File: src/rtl/counter_pkg.sv
// Shared counter/timer definitions: direction codes, the per-edge operation
// type and the load clamp helper.
package counter_pkg;

  localparam logic DIR_UP   = 1'b1;
  localparam logic DIR_DOWN = 1'b0;

  typedef enum logic [1:0] {
    OP_HOLD,
    OP_CLR,
    OP_LOAD,
    OP_STEP
  } op_e;

  function automatic logic [31:0] clamp_mod(
    input logic [31:0] value,
    input logic [31:0] modulo
  );
    return (value >= modulo) ? modulo - 32'd1 : value;
  endfunction

endpackage

File: src/rtl/up_down_counter_mod_if.sv
// Control and status bundle of the modulo up/down counter.
// The master drives the controls; the slave is the counter itself.
interface up_down_counter_mod_if #(
    parameter int WIDTH = 8
);

    logic             clr;
    logic             en;
    logic             dir;
    logic             load;
    logic [WIDTH-1:0] load_val;
    logic [WIDTH-1:0] count;
    logic             zero;
    logic             tc;
    logic             ovf;

    modport master (
        output clr, en, dir, load, load_val,
        input  count, zero, tc, ovf
    );

    modport slave (
        input  clr, en, dir, load, load_val,
        output count, zero, tc, ovf
    );

endinterface

File: src/rtl/en_prescaler.sv
// Enable prescaler: emits one step per PRESCALE qualified en cycles.
// clr_i restarts the phase at 0.
module en_prescaler #(
    parameter int PRESCALE = 1
) (
    input  logic clk,
    input  logic rst_n,
    input  logic clr_i,
    input  logic en,
    output logic step
);

    if (PRESCALE <= 1) begin : g_bypass
        logic unused_ok;
        assign unused_ok = &{1'b0, clk, rst_n, clr_i};
        assign step      = en;
    end else begin : g_div
        localparam int PW = $clog2(PRESCALE);
        localparam logic [PW-1:0] LAST = PW'(PRESCALE - 1);

        logic [PW-1:0] ps_q;
        logic          wrap;

        assign wrap = (ps_q == LAST);
        assign step = en && wrap;

        always_ff @(posedge clk or negedge rst_n) begin
            if (!rst_n) begin
                ps_q <= '0;
            end else if (clr_i) begin
                ps_q <= '0;
            end else if (en) begin
                ps_q <= wrap ? '0 : ps_q + PW'(1);
            end
        end
    end

endmodule

File: src/rtl/up_down_counter_mod.sv
// Modulo-N up/down counter with load/clear, wrap or saturate, prescaled
// enable, registered terminal-count pulse and sticky overflow.
module up_down_counter_mod
    import counter_pkg::*;
#(
    parameter int WIDTH    = 8,
    parameter int MODULO   = 256,
    parameter bit SATURATE = 1'b0,
    parameter int PRESCALE = 1
) (
    input logic                  clk,
    input logic                  rst_n,
    up_down_counter_mod_if.slave bus
);

    localparam logic [WIDTH:0] TOP = (WIDTH + 1)'(MODULO - 1);

    op_e              op;
    logic             step;
    logic [WIDTH-1:0] count_q;
    logic [WIDTH-1:0] count_d;
    logic [WIDTH-1:0] ld_c;
    logic             tc_q;
    logic             tc_d;
    logic             ovf_q;
    logic             ovf_d;
    logic [WIDTH:0]   cnt_x;
    logic [WIDTH:0]   nxt_x;
    logic             up;
    logic             bound;
    logic             unused_msb;

    en_prescaler #(
        .PRESCALE(PRESCALE)
    ) u_ps (
        .clk  (clk),
        .rst_n(rst_n),
        .clr_i(bus.clr | bus.load),
        .en   (bus.en),
        .step (step)
    );

    assign ld_c  = WIDTH'(clamp_mod(32'(bus.load_val), 32'(MODULO)));
    assign up    = (bus.dir == DIR_UP);
    assign cnt_x = {1'b0, count_q};
    assign bound = up ? (cnt_x == TOP) : (cnt_x == '0);

    // One bit of headroom keeps the +1/-1 from aliasing at full width.
    always_comb begin
        nxt_x = cnt_x;
        if (!bound) begin
            nxt_x = up ? cnt_x + 1'b1 : cnt_x - 1'b1;
        end else if (!SATURATE) begin
            nxt_x = up ? '0 : TOP;
        end
    end

    assign unused_msb = nxt_x[WIDTH];

    always_comb begin
        op = OP_HOLD;
        priority case (1'b1)
            bus.clr:  op = OP_CLR;
            bus.load: op = OP_LOAD;
            step:     op = OP_STEP;
            default:  op = OP_HOLD;
        endcase
    end

    always_comb begin
        count_d = count_q;
        tc_d    = 1'b0;
        ovf_d   = ovf_q;
        unique case (op)
            OP_CLR: begin
                count_d = '0;
                ovf_d   = 1'b0;
            end
            OP_LOAD: begin
                count_d = ld_c;
            end
            OP_STEP: begin
                count_d = nxt_x[WIDTH-1:0];
                tc_d    = bound;
                ovf_d   = ovf_q | bound;
            end
            default: begin
                count_d = count_q;
            end
        endcase
    end

    always_ff @(posedge clk or negedge rst_n) begin
        if (!rst_n) begin
            count_q <= '0;
            tc_q    <= 1'b0;
            ovf_q   <= 1'b0;
        end else begin
            count_q <= count_d;
            tc_q    <= tc_d;
            ovf_q   <= ovf_d;
        end
    end

    assign bus.count = count_q;
    assign bus.zero  = (count_q == '0);
    assign bus.tc    = tc_q;
    assign bus.ovf   = ovf_q;

endmodule

File: src/flat_wrapper.sv
// flat-port wrapper written by rule: the top's interface ports become plain ports
module up_down_counter_mod_flat import counter_pkg::*;
#(
    parameter int WIDTH    = 8,
    parameter int MODULO   = 256,
    parameter bit SATURATE = 1'b0,
    parameter int PRESCALE = 1
)
  (clk, rst_n, bus_clr, bus_en, bus_dir, bus_load, bus_load_val, bus_count, bus_zero, bus_tc, bus_ovf);
  up_down_counter_mod_if #(.WIDTH(WIDTH)) bus_i ();
  input logic clk;
  input logic rst_n;
  input wire logic [$bits(bus_i.clr)-1:0] bus_clr;
  input wire logic [$bits(bus_i.en)-1:0] bus_en;
  input wire logic [$bits(bus_i.dir)-1:0] bus_dir;
  input wire logic [$bits(bus_i.load)-1:0] bus_load;
  input wire logic [$bits(bus_i.load_val)-1:0] bus_load_val;
  output wire logic [$bits(bus_i.count)-1:0] bus_count;
  output wire logic [$bits(bus_i.zero)-1:0] bus_zero;
  output wire logic [$bits(bus_i.tc)-1:0] bus_tc;
  output wire logic [$bits(bus_i.ovf)-1:0] bus_ovf;
  assign bus_i.clr = bus_clr;
  assign bus_i.en = bus_en;
  assign bus_i.dir = bus_dir;
  assign bus_i.load = bus_load;
  assign bus_i.load_val = bus_load_val;
  assign bus_count = bus_i.count;
  assign bus_zero = bus_i.zero;
  assign bus_tc = bus_i.tc;
  assign bus_ovf = bus_i.ovf;
  up_down_counter_mod #(.WIDTH(WIDTH), .MODULO(MODULO), .SATURATE(SATURATE), .PRESCALE(PRESCALE)) u_core (.clk(clk), .rst_n(rst_n), .bus(bus_i));
endmodule
File: config.mk
export PLATFORM = sky130hd
export DESIGN_NAME = up_down_counter_mod_flat
export DESIGN_NICKNAME = d
export VERILOG_FILES = /design/src/rtl/counter_pkg.sv /design/src/rtl/up_down_counter_mod_if.sv /design/src/rtl/en_prescaler.sv /design/src/rtl/up_down_counter_mod.sv /design/src/flat_wrapper.sv
export SDC_FILE = /design/constraint.sdc
export NUM_CORES = 1
export LEC_CHECK = 0
export CORE_MARGIN = 4
export CORE_UTILIZATION = 42
export CTS_CLUSTER_DIAMETER = 150
export DETAILED_ROUTE_END_ITERATION = 7
export PLACE_DENSITY = 0.75
export SKIP_LAST_GASP = 1
export SYNTH_ARGS = -nofsm -noshare
export SYNTH_HDL_FRONTEND = slang
export SYNTH_SLANG_ARGS = --single-unit
File: constraint.sdc
create_clock -name clk -period 1.7 [get_ports clk]
set_input_delay 0.51 -clock clk [delete_from_list [all_inputs] [get_ports clk]]
set_output_delay 0.51 -clock clk [all_outputs]
set_load 0.01 [all_outputs]
Word-level counts from Yosys, hierarchy flattened
Cells that the tools add are included.

Add/sub/neg operators: 2. Eq/ne operators: 4. Multiplexer cells: 10. Bitwise gates (word level): 1. Reduce and logical (&&, ||, !) cells: 4.

Operator list (number): 2-to-1 mux 8 bit (3); case mux 8 bit (3 select lines) (1); zero test 9 bit (1); adder 8 x 1 -> 8 bit, second input constant (1); equality test 8 bit, second input constant (1); zero test 8 bit (1); subtractor 8 x 1 -> 8 bit, second input constant (1); 2-to-1 mux 2 bit (3); equality test 2 bit, second input constant (2); nonzero test 3 bit (1); equality test 2 x 1 -> 1 bit, second input constant (1); 2-to-1 mux 1 bit (2); case mux 1 bit (2 select lines) (1); nonzero test 2 bit (1); bitwise OR 1 bit (1).

Register bits after elaboration: 10. Bits of input ports: 14. Output and inout port bits: 11.

Longest topological paths before layout
Gate-level depths: netlist (run 1).

Word-level depth: 5. Mapped depth: 6. Gate-level depth less buffers: 6.

By module
A second synthesis (run 1) with hierarchy kept.

Cells, all modules: 104. Area, all modules: 915.9 um^2.

By module, submodules not included: up_down_counter_mod (times used 1, cells an instance 103, area an instance 908.4 um^2); en_prescaler (times used 1, cells an instance 1, area an instance 7.5 um^2).

Least setup slack after synthesis (run 1)
OpenSTA, ideal clock, no wires.

Path kind: input to register. From: in bus_dir. To: reg u_core.count_q[7], in the netlist u_core.bus.count[7]. Arrival time: 1.938 ns. Path slack: -0.342 ns. Cell stages on the path: 6. Path buffers: 0. Cell sequence: inv_1 > ha_1 > a211o_1 > a41o_1 > o221a_1 > o311ai_1.

Cells in the longest elaborated chain, start to end: 3.

RTL lines: from (decl) (line flat_wrapper.sv:15) `input wire logic [$bits(bus_i.dir)-1:0] bus_dir;`; 2-to-1 mux 8 bit, or another cell as far along (line up_down_counter_mod.sv:52) `nxt_x = up ? cnt_x + 1'b1 : cnt_x - 1'b1;`; 2-to-1 mux 8 bit (*) (line up_down_counter_mod.sv:51) `if (!bound) begin`; case mux 8 bit (3 select lines) (*) (line up_down_counter_mod.sv:74) `unique case (op)`; to (signal assigned) (line up_down_counter_mod.sv:99) `count_q <= count_d;`; to (decl) (line up_down_counter_mod.sv:20) `logic [WIDTH-1:0] count_q;`.

Every way passes the cells marked *; elsewhere a longest branch is shown, timed or not. A chain may end at the register's enable or synchronous reset.

Worst setup path in the final report (run 1)
From: reg u_core.count_q[6], in the netlist u_core.bus.count[6]. To: out bus_zero.

Cells in the longest elaborated chain, start to end: 1.

RTL lines: zero test 8 bit (line up_down_counter_mod.sv:106) `assign bus.zero = (count_q == '0);`; to (decl) (line flat_wrapper.sv:19) `output wire logic [$bits(bus_i.zero)-1:0] bus_zero;`.

Every way passes these cells.

==> results.md, run 1 <==
Global route:
- The global router's overall resource usage is 26.7%.
- The via count of the first global-routing pass came to 1117.
- The initial antenna violation count came to 0.
- The first global-routing pass estimated 5370 um of wire.
- Entering global routing, the biggest net connects 17 pins.
- The aggregate global routing overflow is 0.

Yosys:
- The area fraction in compound gates after synthesis is 24.1%.
- Yosys printed 0 warnings.
- Counting instances in the post-synthesis netlist gives the leading cell types as sky130_fd_sc_hd__dfrtp_1, sky130_fd_sc_hd__a21oi_1, sky130_fd_sc_hd__nor2_1.
- The summed instance area of the synthesized netlist is 871 um2.
- The number of enable flip-flop cells after synthesis is 0.
- The top cell type's share of synthesized area is 28.7%.
- Summing the sequential cell areas from Yosys gives 28.7% of the chip area.
- The number of different library cells in the post-synthesis netlist is 42.
- Of the total synthesized cell area, the portion taken by XOR and XNOR cells is 4.02%.
- The share of flip-flops with an asynchronous set or reset after synthesis is 100%.
- The most area-hungry cell type in the Yosys netlist is sky130_fd_sc_hd__dfrtp_1.
- After synthesis, the largest family of logic cells by area is simple AND/OR/NAND/NOR gates.
- Dividing the synthesized area by the synthesized cell count gives 9.07 um2.
- The net count of the mapped netlist is 117.
- In the post-synthesis netlist, the cell with the most instances is sky130_fd_sc_hd__dfrtp_1.
- After synthesis the netlist holds a flip-flop and latch count of 10.
- After Yosys synthesis, and, or, nand and nor cells account for 28.7% of the synthesized area.
- After synthesis, the cell types taking the most area are sky130_fd_sc_hd__dfrtp_1, sky130_fd_sc_hd__ha_1, sky130_fd_sc_hd__nor3b_1, sky130_fd_sc_hd__a21oi_1, sky130_fd_sc_hd__o22ai_1.
- The most instantiated flip-flop cell in the synthesis netlist is sky130_fd_sc_hd__dfrtp_1.
- Synthesis produced 96 cells.
- Of the total synthesized cell area, the portion taken by full adders, half adders and majority gates is 10.9%.
- The fraction of synthesized area in multiplexers is 0%.

Critical path:
- The critical path's top delay family is simple AND/OR/NAND/NOR gates.
- In this run the worst path has a maximum fanout of 2.
- The type of element capturing the critical path is an output pin.
- Together, buffers and inverters on the worst path number 1.
- The arrival time of data at the critical path endpoint is 1.50 ns.
- The worst path required time is 1.19 ns.
- The kind of start point of the critical path is a register.
- The worst-path cell with the longest stage delay is sky130_fd_sc_hd__or4_4.
- The critical path's largest stage delay is 0.58 ns.
- Traced cell by cell, the critical path runs through or4_4 > nor2_4 > buf_6.
- The worst setup path is of the register to output pin kind.

Timing:
- The portion of the clock cycle consumed by the worst path in the final layout is 118%.
- The number of pins with negative max-slew slack in the final report is 0.
- Final hold analysis gives a worst-case slack of 0.553 ns.
- The final critical delay including setup and external delays is 2.01 ns.
- Setup repair after global routing could not meet its margin everywhere.
- Headroom to the max-slew limit came out at 67.7%.
- For this run, the top clock speed supported by timing is 0.497 GHz.
- The count of final setup violators is 11.
- The setup slack of the critical path after layout is -0.314 ns.
- The final clock skew is 0.00804 ns.
- The slew of the pin with the lowest slew margin is 0.484 ns.
- The final hold violation count is 0.

Clocking:
- The number of buffers inserted by hold repair at cts is 0.
- The source-to-sink clock delay at the later pin of the worst-skew pair is 0.27 ns.
- No sink is reached through more buffers than the 2 on the longest clock path.
- Counting every sink on the clock net gives 10.
- The number of buffers created by CTS is 3.
- Clock-pin slew was measured on the worst setup and hold paths at 0.07 ns.
- The clock tree from TritonCTS is yes.
- The total number of H-tree levels is 1.
- In this run the clock root is driven by a sky130_fd_sc_hd__clkbuf_4.

Layout:
- For this run, the post-layout net count is 185.
- The area taken by flip-flops and latches is 250 um2.
- The area overhead of the layout relative to synthesis is 88.2%.
- The fraction of layout instances using a drive strength above 1 is 48.1%.
- The number of fillers in the final layout is 114.
- Once layout is done, the placed cells without fillers occupy 1640 um2.
- Summing all multi-input logic gate instances after layout gives 734 um2.
- The fraction of the core area covered by cells at the end of the flow is 83.5%.
- The number of antenna diodes in the final layout is 0.

Detailed routing:
- The total wire length after detailed routing is 3380 um.
- The first-iteration detailed-routing DRC count is 24.
- For this run, the detailed router's first-pass iteration total came to 5.
- For this run, design rule violations remaining after detail routing come to 0.
- After detailed routing, the number of vias per cell comes to 5.84.
- The wire length per cell after detailed routing is 17.9 um.
- The vias after detailed routing is 1103.
- In this run the remaining antenna-violating nets after routing total 0.

Floorplanning:
- The initial utilization of the core area, before any placement, comes to 44.4%.
- After floorplanning, the core was sized to cover 1960 um2.
- For this design the top-level I/O count stands at 25.
- The overall die width is 53.5 um.
- The die boundary height is 53.5 um.
- The die covers 2870 um2.
- The number of cell rows is 16.

Power and ir drop:
- The worst supply voltage drop on vdd is 0.376 mV.
- The power per cell area is 635 nW/um2.
- The analysis attributes to cell leakage a power of 0.729 nW.

Min path:
- The min-delay analysis places its worst path in the category register to register.

Placed design:
- The worst slack at placement is -0.975 ns.
- In this run the tool buffered the top-level ports with 24 buffer cells.
- The final RePlAce weighted congestion is 0.753.
- After detailed placement, the total cell area comes to 1440 um2.
- After legalization and detailed placement, the total HPWL measured 2270 um.

Flow run:
- Across the run, the number of max-cap violations was 0.

Run status:
- The checks that failed: setup timing.
- The flow ran to the end, but the final reports show violations.
placed cells by master, fill, tap and decap left out, types with 3 or more instances in the layout:
cell type	n
sky130_fd_sc_hd__nor3b_1	7
sky130_fd_sc_hd__xnor2_1	3
sky130_fd_sc_hd__o22ai_1	5
sky130_fd_sc_hd__ha_4	6
sky130_fd_sc_hd__buf_4	40
sky130_fd_sc_hd__clkbuf_4	3
sky130_fd_sc_hd__buf_6	5
sky130_fd_sc_hd__or2_2	3
sky130_fd_sc_hd__clkdlybuf4s50_1	14
sky130_fd_sc_hd__dlygate4sd2_1	8
sky130_fd_sc_hd__nor2_1	7
sky130_fd_sc_hd__a21oi_1	8
sky130_fd_sc_hd__dfrtp_1	10
path summary, 6_finish.rpt:
kind	from	endpoint	slack [ns]	cells after the start
setup / recovery	u_core.bus.count[6]	bus_zero	-0.31	3
max in group asynchronous	rst_n	u_core.bus.count[5]	0.80	1
setup reg to reg	u_core.bus.count[1]	u_core.bus.count[7]	-0.21	6
hold / removal	u_core.bus.ovf	u_core.bus.ovf	0.55	2
min in group asynchronous	rst_n	u_core.bus.count[4]	0.56	1
hold reg to reg	u_core.bus.ovf	u_core.bus.ovf	0.55	2
metrics by stage:
stage / total power (W) / instances / setup TNS, ns
after detailed placement: 0.000767 / 179 / -6.42
after floorplan: 0.000519 / 96 / -0.906
after global routing: 0.00110 / 189 / -2.28
after CTS: 0.000998 / 188 / -1.17
after global placement: 0.000750 / 179 / -5.98
final: 0.00104 / 189 / -1.64
where the power goes:
group / total, W / switching, W / leakage (nW) / internal, W
sequential: 0.000272 / 0.0000156 / 0.133 / 0.000257
combinational: 0.000598 / 0.000264 / 0.582 / 0.000335
clock: 0.000169 / 0.0000873 / 0.0138 / 0.0000820
cell families (layout without fill, tap and decap cells):
group,count (synthesis),count (layout)
AO/OA/AOI/OAI,30,30
XOR/XNOR,4,4
adder cells (fa/ha/maj),7,7
buffers and inverters,7,73
flip-flops,10,10
AND/OR/NAND/NOR,38,38
worst reg2reg max path: cells and delay by family, from the launching register on:
family | cells | cell delay [ns]
adders and majority gates | 1 | 0.21
AOI/OAI and AO/OA | 4 | 1.06
buffers and inverters | 1 | 0.17
DFF | 1 | 0.38
sequential cells by signal, indices dropped and copies added (netlist names):
name and count:
u_core.bus.count 8, u_core.bus.ovf 1, u_core.bus.tc 1
cell type report:
| type | instances | share of cell area (%) |
|---|---|---|
| Tap cell | 27 | 2.06 |
| Multi-Input combinational cell | 79 | 44.8 |
| Inverter | 2 | 0.687 |
| Timing Repair Buffer | 68 | 35.8 |
| Clock buffer | 3 | 1.37 |
| Sequential cell | 10 | 15.3 |
metal layers:
| layer | vias to the layer above | track usage, % | wire length, um |
|---|---|---|---|
| met5 | - | 0 | 0 |
| met4 | 0 | 17.0 | 169 |
| met3 | 19 | 4.43 | 169 |
| met2 | 54 | 46.7 | 1680 |
| met1 | 526 | 29.6 | 1370 |
| li1 | 504 | - | - |
repair_timing:
action,4_1_cts,5_1_grt
pin swaps,16,4
setup buffers,6,1
setup endpoints to repair,17,10
resized for setup,33,4
hold endpoints to repair,0,0
(Power assumes the default switching activity.)
==> inputs of run 2 (changes only) <==
--- a/config.mk
+++ b/config.mk
@@ -5,6 +5,7 @@
 export SDC_FILE = /design/constraint.sdc
 export NUM_CORES = 1
 export LEC_CHECK = 0
+export CAP_MARGIN = 20
 export CORE_MARGIN = 4
 export CORE_UTILIZATION = 42
 export CTS_CLUSTER_DIAMETER = 150
==> results of run 2 <==
Final layout, timing and power as in run 1 (identical DEF).
